### src/rtl/fp_pkg.sv
// fp_pkg -- shared definitions for the fp32 pack/round pipeline.
//   Rounding-mode codes, flag bit positions inside {NV, OF, UF, NX},
//   the fp32 exponent bias, canonical encodings, the result-class enum
//   carried between stages and the overflow-direction helper.
package fp_pkg;

  localparam logic [2:0] RM_RNE = 3'b000;
  localparam logic [2:0] RM_RTZ = 3'b001;
  localparam logic [2:0] RM_RDN = 3'b010;
  localparam logic [2:0] RM_RUP = 3'b011;
  localparam logic [2:0] RM_RMM = 3'b100;

  localparam int FLAG_NV = 3;
  localparam int FLAG_OF = 2;
  localparam int FLAG_UF = 1;
  localparam int FLAG_NX = 0;

  localparam int FP_BIAS = 127;

  localparam logic [31:0] FP_QNAN       = 32'h7FC0_0000;
  localparam logic [31:0] FP_MAX_FINITE = 32'h7F7F_FFFF;
  localparam logic [31:0] FP_INF_MAG    = 32'h7F80_0000;

  typedef enum logic [1:0] {
    CLS_NUM  = 2'd0,
    CLS_ZERO = 2'd1,
    CLS_INF  = 2'd2,
    CLS_NAN  = 2'd3
  } fp_class_e;

  // On overflow: 1 -> saturate to infinity, 0 -> clamp to max finite.
  // Reserved rounding codes follow RNE, which always goes to infinity.
  function automatic logic ovf_to_inf(input logic [2:0] rm, input logic sign);
    case (rm)
      RM_RTZ:  return 1'b0;
      RM_RDN:  return sign;
      RM_RUP:  return !sign;
      default: return 1'b1;
    endcase
  endfunction

endpackage

### src/rtl/fp_round.sv
// fp_round -- combinational rounding-increment decision.
//   i_rm      rounding mode (reserved codes behave as RNE)
//   i_sign    result sign
//   i_lsb     least significant kept significand bit
//   i_guard   first bit below the LSB
//   i_round   second bit below the LSB
//   i_sticky  OR of everything further below
//   o_inc     1 when the truncated significand must be incremented
module fp_round
  import fp_pkg::*;
(
  input  logic [2:0] i_rm,
  input  logic       i_sign,
  input  logic       i_lsb,
  input  logic       i_guard,
  input  logic       i_round,
  input  logic       i_sticky,
  output logic       o_inc
);

  logic w_inexact;
  assign w_inexact = i_guard | i_round | i_sticky;

  always_comb begin
    case (i_rm)
      RM_RTZ:  o_inc = 1'b0;
      RM_RDN:  o_inc = i_sign & w_inexact;
      RM_RUP:  o_inc = !i_sign & w_inexact;
      RM_RMM:  o_inc = i_guard;
      // nearest-even: above half, or exactly half with an odd LSB
      default: o_inc = i_guard & (i_lsb | i_round | i_sticky);
    endcase
  end

endmodule

### src/rtl/fp_pack.sv
// fp_pack -- two-stage pipeline that rounds and packs a normalised
// significand / unbiased exponent into an IEEE-754 single.
//   Stage 1: bias the exponent, denormalise tiny results, classify.
//   Stage 2: round (fp_round), renormalise, overflow handling, pack.
// Ports:
//   clk, rst              clock, synchronous active-high reset
//   in_valid / in_ready   operand handshake
//   in_sign, in_exp       sign, signed unbiased exponent (EXP_W bits)
//   in_mant               [26] leading one, [25:3] fraction, [2:0] G/R/S
//   in_is_nan/inf/zero    special class, priority nan > inf > zero
//   in_invalid            upstream invalid flag, forwarded as NV
//   in_rm                 rounding mode
//   out_valid / out_ready result handshake
//   out_result, out_flags packed single, {NV, OF, UF, NX}
// Build option: FP_PACK_SUBNORM_EN enables gradual underflow; without it
// every tiny result flushes to signed zero with UF|NX.
module fp_pack
  import fp_pkg::*;
#(
  parameter int EXP_W = 10,
  parameter int BIAS  = FP_BIAS
) (
  input  logic             clk,
  input  logic             rst,
  input  logic             in_valid,
  output logic             in_ready,
  input  logic             in_sign,
  input  logic [EXP_W-1:0] in_exp,
  input  logic [26:0]      in_mant,
  input  logic             in_is_nan,
  input  logic             in_is_inf,
  input  logic             in_is_zero,
  input  logic             in_invalid,
  input  logic [2:0]       in_rm,
  output logic             out_valid,
  input  logic             out_ready,
  output logic [31:0]      out_result,
  output logic [3:0]       out_flags
);

  // two guard bits keep in_exp + BIAS and the post-round increment in range
  localparam int EW = EXP_W + 2;
  localparam logic [EW-1:0] E_MAX = EW'(255);

  logic            r_s1_valid;
  logic            r_s1_sign;
  logic            r_s1_inv;
  logic            r_s1_tiny;
  logic [2:0]      r_s1_rm;
  logic [EW-1:0]   r_s1_e;
  logic [26:0]     r_s1_mant;
  fp_class_e       r_s1_cls;

  logic            r_s2_valid;
  logic [31:0]     r_result;
  logic [3:0]      r_flags;

  // ---------------------------------------------------------------- handshake
  logic w_s2_take;
  logic w_s1_take;

  assign w_s2_take  = !r_s2_valid | out_ready;
  assign in_ready   = !r_s1_valid | w_s2_take;
  assign w_s1_take  = in_valid & in_ready;
  assign out_valid  = r_s2_valid;
  assign out_result = r_result;
  assign out_flags  = r_flags;

  // ---------------------------------------------------------------- stage 1
  logic signed [EW-1:0] w_e_biased;
  logic                 w_tiny;
  fp_class_e            w_cls;
  logic [EW-1:0]        w_e1;
  logic [26:0]          w_mant1;

  assign w_e_biased = $signed({{2{in_exp[EXP_W-1]}}, in_exp}) + $signed(EW'(BIAS));
  assign w_tiny     = w_e_biased[EW-1] | (w_e_biased == '0);

  // a missing leading one without a special class is a zero
  always_comb begin
    if (in_is_nan)                       w_cls = CLS_NAN;
    else if (in_is_inf)                  w_cls = CLS_INF;
    else if (in_is_zero || !in_mant[26]) w_cls = CLS_ZERO;
    else                                 w_cls = CLS_NUM;
  end

`ifdef FP_PACK_SUBNORM_EN
  localparam logic [EW-1:0] E_ONE     = EW'(1);
  localparam logic [EW-1:0] SH_LIMIT  = EW'(26);
  localparam logic [26:0]   MANT_ONES = '1;

  logic [EW-1:0] w_shamt;
  logic [26:0]   w_shifted;
  logic          w_lost;

  // only meaningful while w_tiny, where 1 - e is a positive shift
  assign w_shamt   = E_ONE - $unsigned(w_e_biased);
  assign w_shifted = in_mant >> w_shamt[4:0];
  assign w_lost    = |(in_mant & ~(MANT_ONES << w_shamt[4:0]));

  always_comb begin
    w_e1    = $unsigned(w_e_biased);
    w_mant1 = in_mant;
    if (w_tiny) begin
      w_e1 = '0;
      if (w_shamt >= SH_LIMIT) w_mant1 = {26'b0, |in_mant};
      else                     w_mant1 = {w_shifted[26:1], w_shifted[0] | w_lost};
    end
  end
`else
  always_comb begin
    w_e1    = w_tiny ? '0 : $unsigned(w_e_biased);
    w_mant1 = in_mant;
  end
`endif

  always_ff @(posedge clk) begin
    if (rst)           r_s1_valid <= 1'b0;
    else if (in_ready) r_s1_valid <= in_valid;
  end

  always_ff @(posedge clk) begin
    if (w_s1_take) begin
      r_s1_sign <= in_sign;
      r_s1_inv  <= in_invalid;
      r_s1_tiny <= w_tiny;
      r_s1_rm   <= in_rm;
      r_s1_e    <= w_e1;
      r_s1_mant <= w_mant1;
      r_s1_cls  <= w_cls;
    end
  end

  // ---------------------------------------------------------------- stage 2
  logic [23:0]   w_sig;
  logic          w_inc;
  logic [24:0]   w_sum;
  logic          w_carry;
  logic          w_promote;
  logic [23:0]   w_mant_rnd;
  logic [EW-1:0] w_e_fin;
  logic          w_nx;
  logic          w_of;
  logic          w_flush;
  logic [31:0]   w_res;
  logic [3:0]    w_flags;

  assign w_sig = r_s1_mant[26:3];

  fp_round u_round (
    .i_rm     (r_s1_rm),
    .i_sign   (r_s1_sign),
    .i_lsb    (w_sig[0]),
    .i_guard  (r_s1_mant[2]),
    .i_round  (r_s1_mant[1]),
    .i_sticky (r_s1_mant[0]),
    .o_inc    (w_inc)
  );

  assign w_sum      = {1'b0, w_sig} + {24'b0, w_inc};
  assign w_carry    = w_sum[24];
  // a subnormal that rounds up to 0x800000 becomes the smallest normal
  assign w_promote  = (r_s1_e == '0) & w_sum[23];
  assign w_mant_rnd = w_carry ? w_sum[24:1] : w_sum[23:0];
  assign w_e_fin    = r_s1_e + {{(EW-1){1'b0}}, w_carry} + {{(EW-1){1'b0}}, w_promote};
  assign w_nx       = |r_s1_mant[2:0];
  assign w_of       = (w_e_fin >= E_MAX);

`ifdef FP_PACK_SUBNORM_EN
  assign w_flush = 1'b0;
`else
  assign w_flush = r_s1_tiny;
`endif

  always_comb begin
    w_res            = '0;
    w_flags          = '0;
    w_flags[FLAG_NV] = r_s1_inv;
    case (r_s1_cls)
      CLS_NAN:  w_res = FP_QNAN;
      CLS_INF:  w_res = {r_s1_sign, FP_INF_MAG[30:0]};
      CLS_ZERO: w_res = {r_s1_sign, 31'b0};
      default: begin
        if (w_flush) begin
          w_res            = {r_s1_sign, 31'b0};
          w_flags[FLAG_UF] = 1'b1;
          w_flags[FLAG_NX] = 1'b1;
        end else if (w_of) begin
          w_res = ovf_to_inf(r_s1_rm, r_s1_sign) ? {r_s1_sign, FP_INF_MAG[30:0]}
                                                 : {r_s1_sign, FP_MAX_FINITE[30:0]};
          w_flags[FLAG_OF] = 1'b1;
          w_flags[FLAG_NX] = 1'b1;
        end else begin
          w_res            = {r_s1_sign, w_e_fin[7:0], w_mant_rnd[22:0]};
          w_flags[FLAG_UF] = r_s1_tiny & w_nx;
          w_flags[FLAG_NX] = w_nx;
        end
      end
    endcase
  end

  // result register only loads real data, so a stalled output stays put
  always_ff @(posedge clk) begin
    if (rst) begin
      r_s2_valid <= 1'b0;
      r_result   <= '0;
      r_flags    <= '0;
    end else if (w_s2_take) begin
      r_s2_valid <= r_s1_valid;
      if (r_s1_valid) begin
        r_result <= w_res;
        r_flags  <= w_flags;
      end
    end
  end

endmodule

### config.mk
export PLATFORM = sky130hd
export DESIGN_NAME = fp_pack
export DESIGN_NICKNAME = d
export VERILOG_FILES = /design/src/rtl/fp_pkg.sv /design/src/rtl/fp_round.sv /design/src/rtl/fp_pack.sv
export SDC_FILE = /design/constraint.sdc
export NUM_CORES = 1
export LEC_CHECK = 0
export CAP_MARGIN = 10
export CELL_PAD_IN_SITES_DETAIL_PLACEMENT = 0
export CELL_PAD_IN_SITES_GLOBAL_PLACEMENT = 1
export CORE_MARGIN = 1.5
export CORE_UTILIZATION = 30
export CTS_CLUSTER_DIAMETER = 80
export DETAILED_ROUTE_END_ITERATION = 6
export HOLD_SLACK_MARGIN = 0.05
export PLACE_DENSITY_LB_ADDON = 0.1
export SLEW_MARGIN = 0
export SYNTH_ARGS = -nofsm -noshare
export SYNTH_HDL_FRONTEND = slang
export SYNTH_HIERARCHICAL = 1
export SYNTH_SLANG_ARGS = --single-unit
### constraint.sdc
create_clock -name clk -period 4.55 [get_ports clk]
set_clock_uncertainty 0.2 [all_clocks]
set_input_delay 1.1375 -clock clk [delete_from_list [all_inputs] [get_ports clk]]
set_output_delay 1.1375 -clock clk [all_outputs]
set_load 0.01 [all_outputs]
==> results.ini <==
[status]
outcome = completed

[die]
io_pins = 87
die_h_um = 118
chipWidth_um = 118
fp-row-count = 41
initial_core_util_pct = 31.2
dieArea_um2 = 14000
coreArea_um2 = 12800

[finish]
insertedDiodeCount = 0
final_core_util_pct = 44.1
drive_above_1_share_pct = 14.5
ff_latch_area_um2 = 2140
fillers = 1248
design.final.nets = 552
multi_input_area_um2 = 1890
area_growth_pct = 41.7
final_cell_mix = 86 x clkdlybuf4s50_1, 51 x nand2_1, 46 x edfxtp_1
layout_commonest_cell = clkdlybuf4s50_1

[worst_setup_path]
cp-end-kind = register
critical_path_required_ns = 4.63
path_class = reg2reg
critPathArrivalTime_ns = 4.48
worstPathMaxFanout = 4
cp-start-kind = register

[global_routing]
grt_pass1_vias = 3213
met2_usage_pct = 22.6
grt_pass1_wl_um = 17000
grt_max_degree = 29
met1_usage_pct = 22.6
busiest_layer = met2
track_usage_pct = 15.8
globalRouteOverflowTotal = 0
antenna_found_initial = 0
grt_use_met3_pct = 4.39

[timing]
slew_violations = 0
fmaxAchievable_ghz = 0.228
timing.setup.tns_ns = 0
min_period_ns = 4.39
rsz0062_at_grt = yes
relSlewSlack_pct = 31.8
setup_viol = 0
setup_ws_ns = 0.156
hold_violations = 0
finalCritPeriodShare_pct = 96.6
worst_pin_slew_ns = 1.01

[pwr]
power.internal_uw = 1370
power_switching_uw = 419
power_frac_clock_pct = 39.8
p_comb_share_pct = 11.4
total_power_uw = 1790
pwr-share-seq_pct = 48.8
peakVddDrop_v = 0.000172
p_per_area_nw_per_um2 = 318
cellLeakagePower_uw = 0.00196
netSwitchingFraction_pct = 23.4

[routing]
drc = 0
routed_via_density = 4.82
drt_iter0_drc = 141
final_antenna_net_count = 0
wl_um = 10700
drtPass1Iterations = 4
route.vias.total = 3252
wire_per_inst_um = 15.9

[place]
gp_congestion = 0.806
dpl.hpwl_um = 7810
post-place-ws_ns = -0.136
port_buffers = 86

[synthesis]
ys_seq_area_share_pct = 53.8
synth_async_sr_flop_share_pct = 0
postSynthAreaPerCell_um2 = 10.3
yosysUniqueCellTypes = 60
synthesis.area_um2 = 3980
synth_nets = 439
synth_edf_count = 46
ys.flop_type = edfxtp_1
synth_seq_cells = 84
ys_warn_count = 6
synthCells = 385

[clock_tree]
htree_levels = 3
hold_buffers = 0
tritoncts = yes
clk_pin_slew_ns = 0.06
cts_root_buf = clkbuf_16
cts.sinks = 84
insertion_delay_ns = 0.35
numCtsBuffers = 9
cts_buffer_depth = 2

[hold_path]
hp-class = reg2reg

[flow_run]
maxCapViolCount = 0

==> registers in the layout, indices dropped and copies added, names as in the netlist <==
| name | flops |
|---|---|
| r_s1_inv | 1 |
| r_s1_mant | 27 |
| r_s1_valid | 1 |
| out_result | 32 |
| r_s1_tiny | 1 |
| out_valid | 1 |
| r_s1_rm | 3 |
| r_s1_e | 11 |
| r_s1_cls | 2 |
| out_flags | 4 |
| r_s1_sign | 1 |
==> per-layer routing <==
metal / up-vias / wire (um)
li1: 1644 / -
met1: 1520 / 5500
met2: 76 / 4550
met3: 12 / 465
met4: 0 / 181
met5: - / 0
==> worst max-delay path, cell delays in order, from the launching register on <==
cell and delay (ns):
edfxtp_1 0.42, nand2b_4 0.16, xnor2_1 0.12, a222oi_1 0.36, ha_2 0.28, ha_2 0.24, nand4_4 0.09, or4_4 0.57
fa_2 0.48, buf_6 0.14, a2111oi_4 0.36, a2bb2oi_2 0.20, buf_6 0.15, a21oi_4 0.04, a2111o_1 0.42, o21ai_1 0.07
==> cells in the mapped netlist, types with 2 or more instances <==
cell / count / share of area, %
o311a_1: 2 / 0.50
nand3_1: 18 / 2.3
xor2_1: 9 / 2.0
dfxtp_1: 38 / 19
o211ai_1: 3 / 0.57
edfxtp_1: 46 / 35
nand2_1: 52 / 4.9
xnor2_1: 24 / 5.3
nor2_1: 39 / 3.7
nand2b_1: 4 / 0.63
o21ai_0: 14 / 1.8
inv_1: 6 / 0.57
a21o_1: 4 / 0.75
o21a_1: 4 / 0.75
nand4_1: 6 / 0.94
clkbuf_1: 9 / 0.85
or2_2: 2 / 0.31
or3_1: 2 / 0.31
a221o_1: 2 / 0.50
a22o_1: 9 / 2.0
nor2b_1: 4 / 0.63
and2_1: 5 / 0.79
nor3_1: 10 / 1.3
nor4_1: 4 / 0.63
a21oi_1: 13 / 1.6
and4_1: 2 / 0.44
mux2i_1: 2 / 0.50
and3_1: 6 / 0.94
a22oi_1: 4 / 0.75
ha_1: 4 / 1.3
a211oi_1: 7 / 1.3
a31oi_1: 3 / 0.47
==> per-stage QoR <==
stage	area (um^2)	std cells	hold WS, ns
2_1_floorplan	4000	385	0.263
4_1_cts	5440	662	0.251
3_5_place_dp	5120	644	0.244
3_3_place_gp	5120	644	0.240
6_report	5640	675	0.244
5_1_grt	5640	675	0.273
==> power by group through the flow <==
stage	clock network (uW)	logic (uW)	registers, uW
6_report	713	204	873
5_1_grt	766	224	878
4_1_cts	729	189	872
3_5_place_dp	0	185	888
3_3_place_gp	0	184	889
2_1_floorplan	0	89.5	882
==> worst paths after layout <==
| check | start | to | slack (ns) | depth (start not counted) |
|---|---|---|---|---|
| setup / recovery | r_s1_sign | out_result[22] | 0.16 | 15 |
| hold / removal | out_result[20] | out_result[20] | 0.24 | 2 |
| setup reg to reg | r_s1_sign | out_result[22] | 0.16 | 15 |
| hold reg to reg | out_result[20] | out_result[20] | 0.24 | 2 |
==> timing repair <==
action | CTS | global route
gates cloned | 0 | 1
endpoints found under the hold margin | 0 | 0
gates resized for setup | 5 | 26
buffers inserted | 2 | 12
pin swaps | 7 | 15
endpoints found under the setup margin | 27 | 33
==> layout make-up <==
cell class	count	share of cell area (%)
repair buffers	114	19.3
clock inverters	5	0.932
well taps	172	3.82
inverters	6	0.399
clock buffers	11	4.13
multi-input cells	283	33.5
flip-flops and latches	84	38.0
==> kinds of logic (layout without fill, tap and decap cells) <==
logic type	after synthesis	count (layout)	synth area share [%]
AND/OR/NAND/NOR	160	160	19.6
flip-flops	84	84	53.8
AO/OA/AOI/OAI	81	81	14.7
XOR/XNOR	33	33	7.26
buffers and inverters	18	136	1.82
adder cells (fa/ha/maj)	5	5	1.76
multiplexers	3	3	0.880
other	1	1	0.0942
(Power assumes the default switching activity.)
==> variant, RTL diff (config.mk and constraints unchanged) <==
Build with the macro `FP_PACK_SUBNORM_EN` defined.
--- a/src/rtl/fp_pack.sv
+++ b/src/rtl/fp_pack.sv
@@ -16,2 +16,4 @@
 // every tiny result flushes to signed zero with UF|NX.
+`define FP_PACK_SUBNORM_EN
+
 module fp_pack
Behaviour: not the same (a bounded check fails within 4 cycles, from zero or initial values and one cycle with rst high).
==> variant against the original RTL <==
- the flow now finishes with violations (negative setup slack)
- clock power decreased by 1%
- wire length increased by 100%
- cell area increased by 56%
- die area increased by 53%
- utilization decreased by 0.61 points
- critical endpoint is now out_result[15]
- area after synthesis increased by 55%
- sequential cell count unchanged
- critical path type unchanged
- critical path depth increased by 6
- total power increased by 32%
- worst setup slack got worse by 240 ps
==> variant: results (changes against the original RTL) <==
.. list-table::
   :header-rows: 1

   * - Metric
     - Value
   * - Grt met3 use
     - 2.28% (-2.1 points)
   * - Violations in the final reports
     - negative setup slack
   * - Leakage power figure
     - 3.24 nW (+65%)
   * - Setup ws final
     - -79.9 ps (-236 ps)
   * - Vias in the first global route
     - 6256 (+95%)
   * - Worst hold slack across all endpoints
     - 252 ps (+8.44 ps)
   * - Final setup violation count
     - 22 (+22)
   * - Overall global routing resource usage
     - 20.0% (+4.2 points)
   * - Metal2 WL
     - 10.2 mm (+120%)
   * - Global-route met1 utilization
     - 26.1% (+3.5 points)
   * - Cell family with most CP delay
     - simple AND/OR/NAND/NOR gates
   * - Post-synthesis sequential area ratio
     - 34.8% (-19 points)
   * - Pre-CTS worst setup slack
     - -374 ps (-238 ps)
   * - Adder-cell share of the synthesized area
     - 2.35% (+0.59 points)
   * - Vias per cell
     - 5.23 (+8.6%)
   * - Pin count of the biggest net entering global routing
     - 47 (+62%)
   * - Post-detailed-route wirelength per cell
     - 18.1 um (+14%)
   * - Run status
     - finished, violations left
   * - Synthesized-area fraction occupied by ao, oa, aoi and oai cells
     - 19.6% (+4.8 points)
   * - Clock network latency to the later pin of the worst-skew pair
     - 330 ps (-20 ps)
   * - Instance count after placement with tap cells included
     - 1147 (+78%)
   * - Number of nets in the layout
     - 969 (+76%)
   * - Critical Path Fanout Max
     - 7 (+3)
   * - Top post-synthesis cells by count
     - 99 x sky130_fd_sc_hd__nand2_1, 82 x sky130_fd_sc_hd__nor2_1, 46 x sky130_fd_sc_hd__a21oi_1, 46 x sky130_fd_sc_hd__edfxtp_1, 44 x sky130_fd_sc_hd__o21ai_0
   * - Placed standard-cell area
     - 8080 um^2 (+58%)
   * - Hold worst-path end
     - out_result[10]
   * - Mux contribution to synthesized area
     - 10.0% (+9.1 points)
   * - Data arrival time of the worst path
     - 4650 ps (+170 ps)
   * - Number of distinct library cells after synthesis
     - 66 (+10%)
   * - Xor/xnor cell area share of the yosys netlist
     - 6.11% (-1.2 points)
   * - Endpoint of the worst setup timing path
     - out_result[15]
   * - Synthesized Nets
     - 790 (+80%)
   * - First-pass GRT wire length
     - 33.9 mm (+99%)
   * - Post-detailed-placement half-perimeter wirelength
     - 16.2 mm (+110%)
   * - Average size of a mapped cell
     - 8.44 um^2 (-18%)
   * - Post-route setup TNS
     - -1060 ps (-1060 ps)
-- variant: what timing repair did --
action                     CTS  global route
pin swaps                   12            15
resized for setup           29            33
setup endpoints to repair   25            43
gates cloned                 1             0
buffers inserted            19             3
-- variant: power groups by stage --
stage	clock network, W	logic [W]	registers, W
2_1_floorplan	0	0.000411	0.000892
3_3_place_gp	0	0.000737	0.000898
3_5_place_dp	0	0.000738	0.000900
4_1_cts	0.000722	0.000749	0.000885
5_1_grt	0.000748	0.000833	0.000892
6_report	0.000706	0.000765	0.000887
-- variant: area by class of cell --
cell class	count	share of cell area, %
clock buffers	9	2.57
clock inverters	7	0.770
inverters	20	0.855
multi-input cells	578	45.7
flip-flops and latches	84	24.4
well taps	270	3.85
repair buffers	216	21.9
-- variant: cell families after synthesis --
family	count (synthesis)
compound gates	187
xor+xnor	43
fa+ha+maj	11
buf+inv	68
flops	84
mux	41
other cells	1
simple gates	295
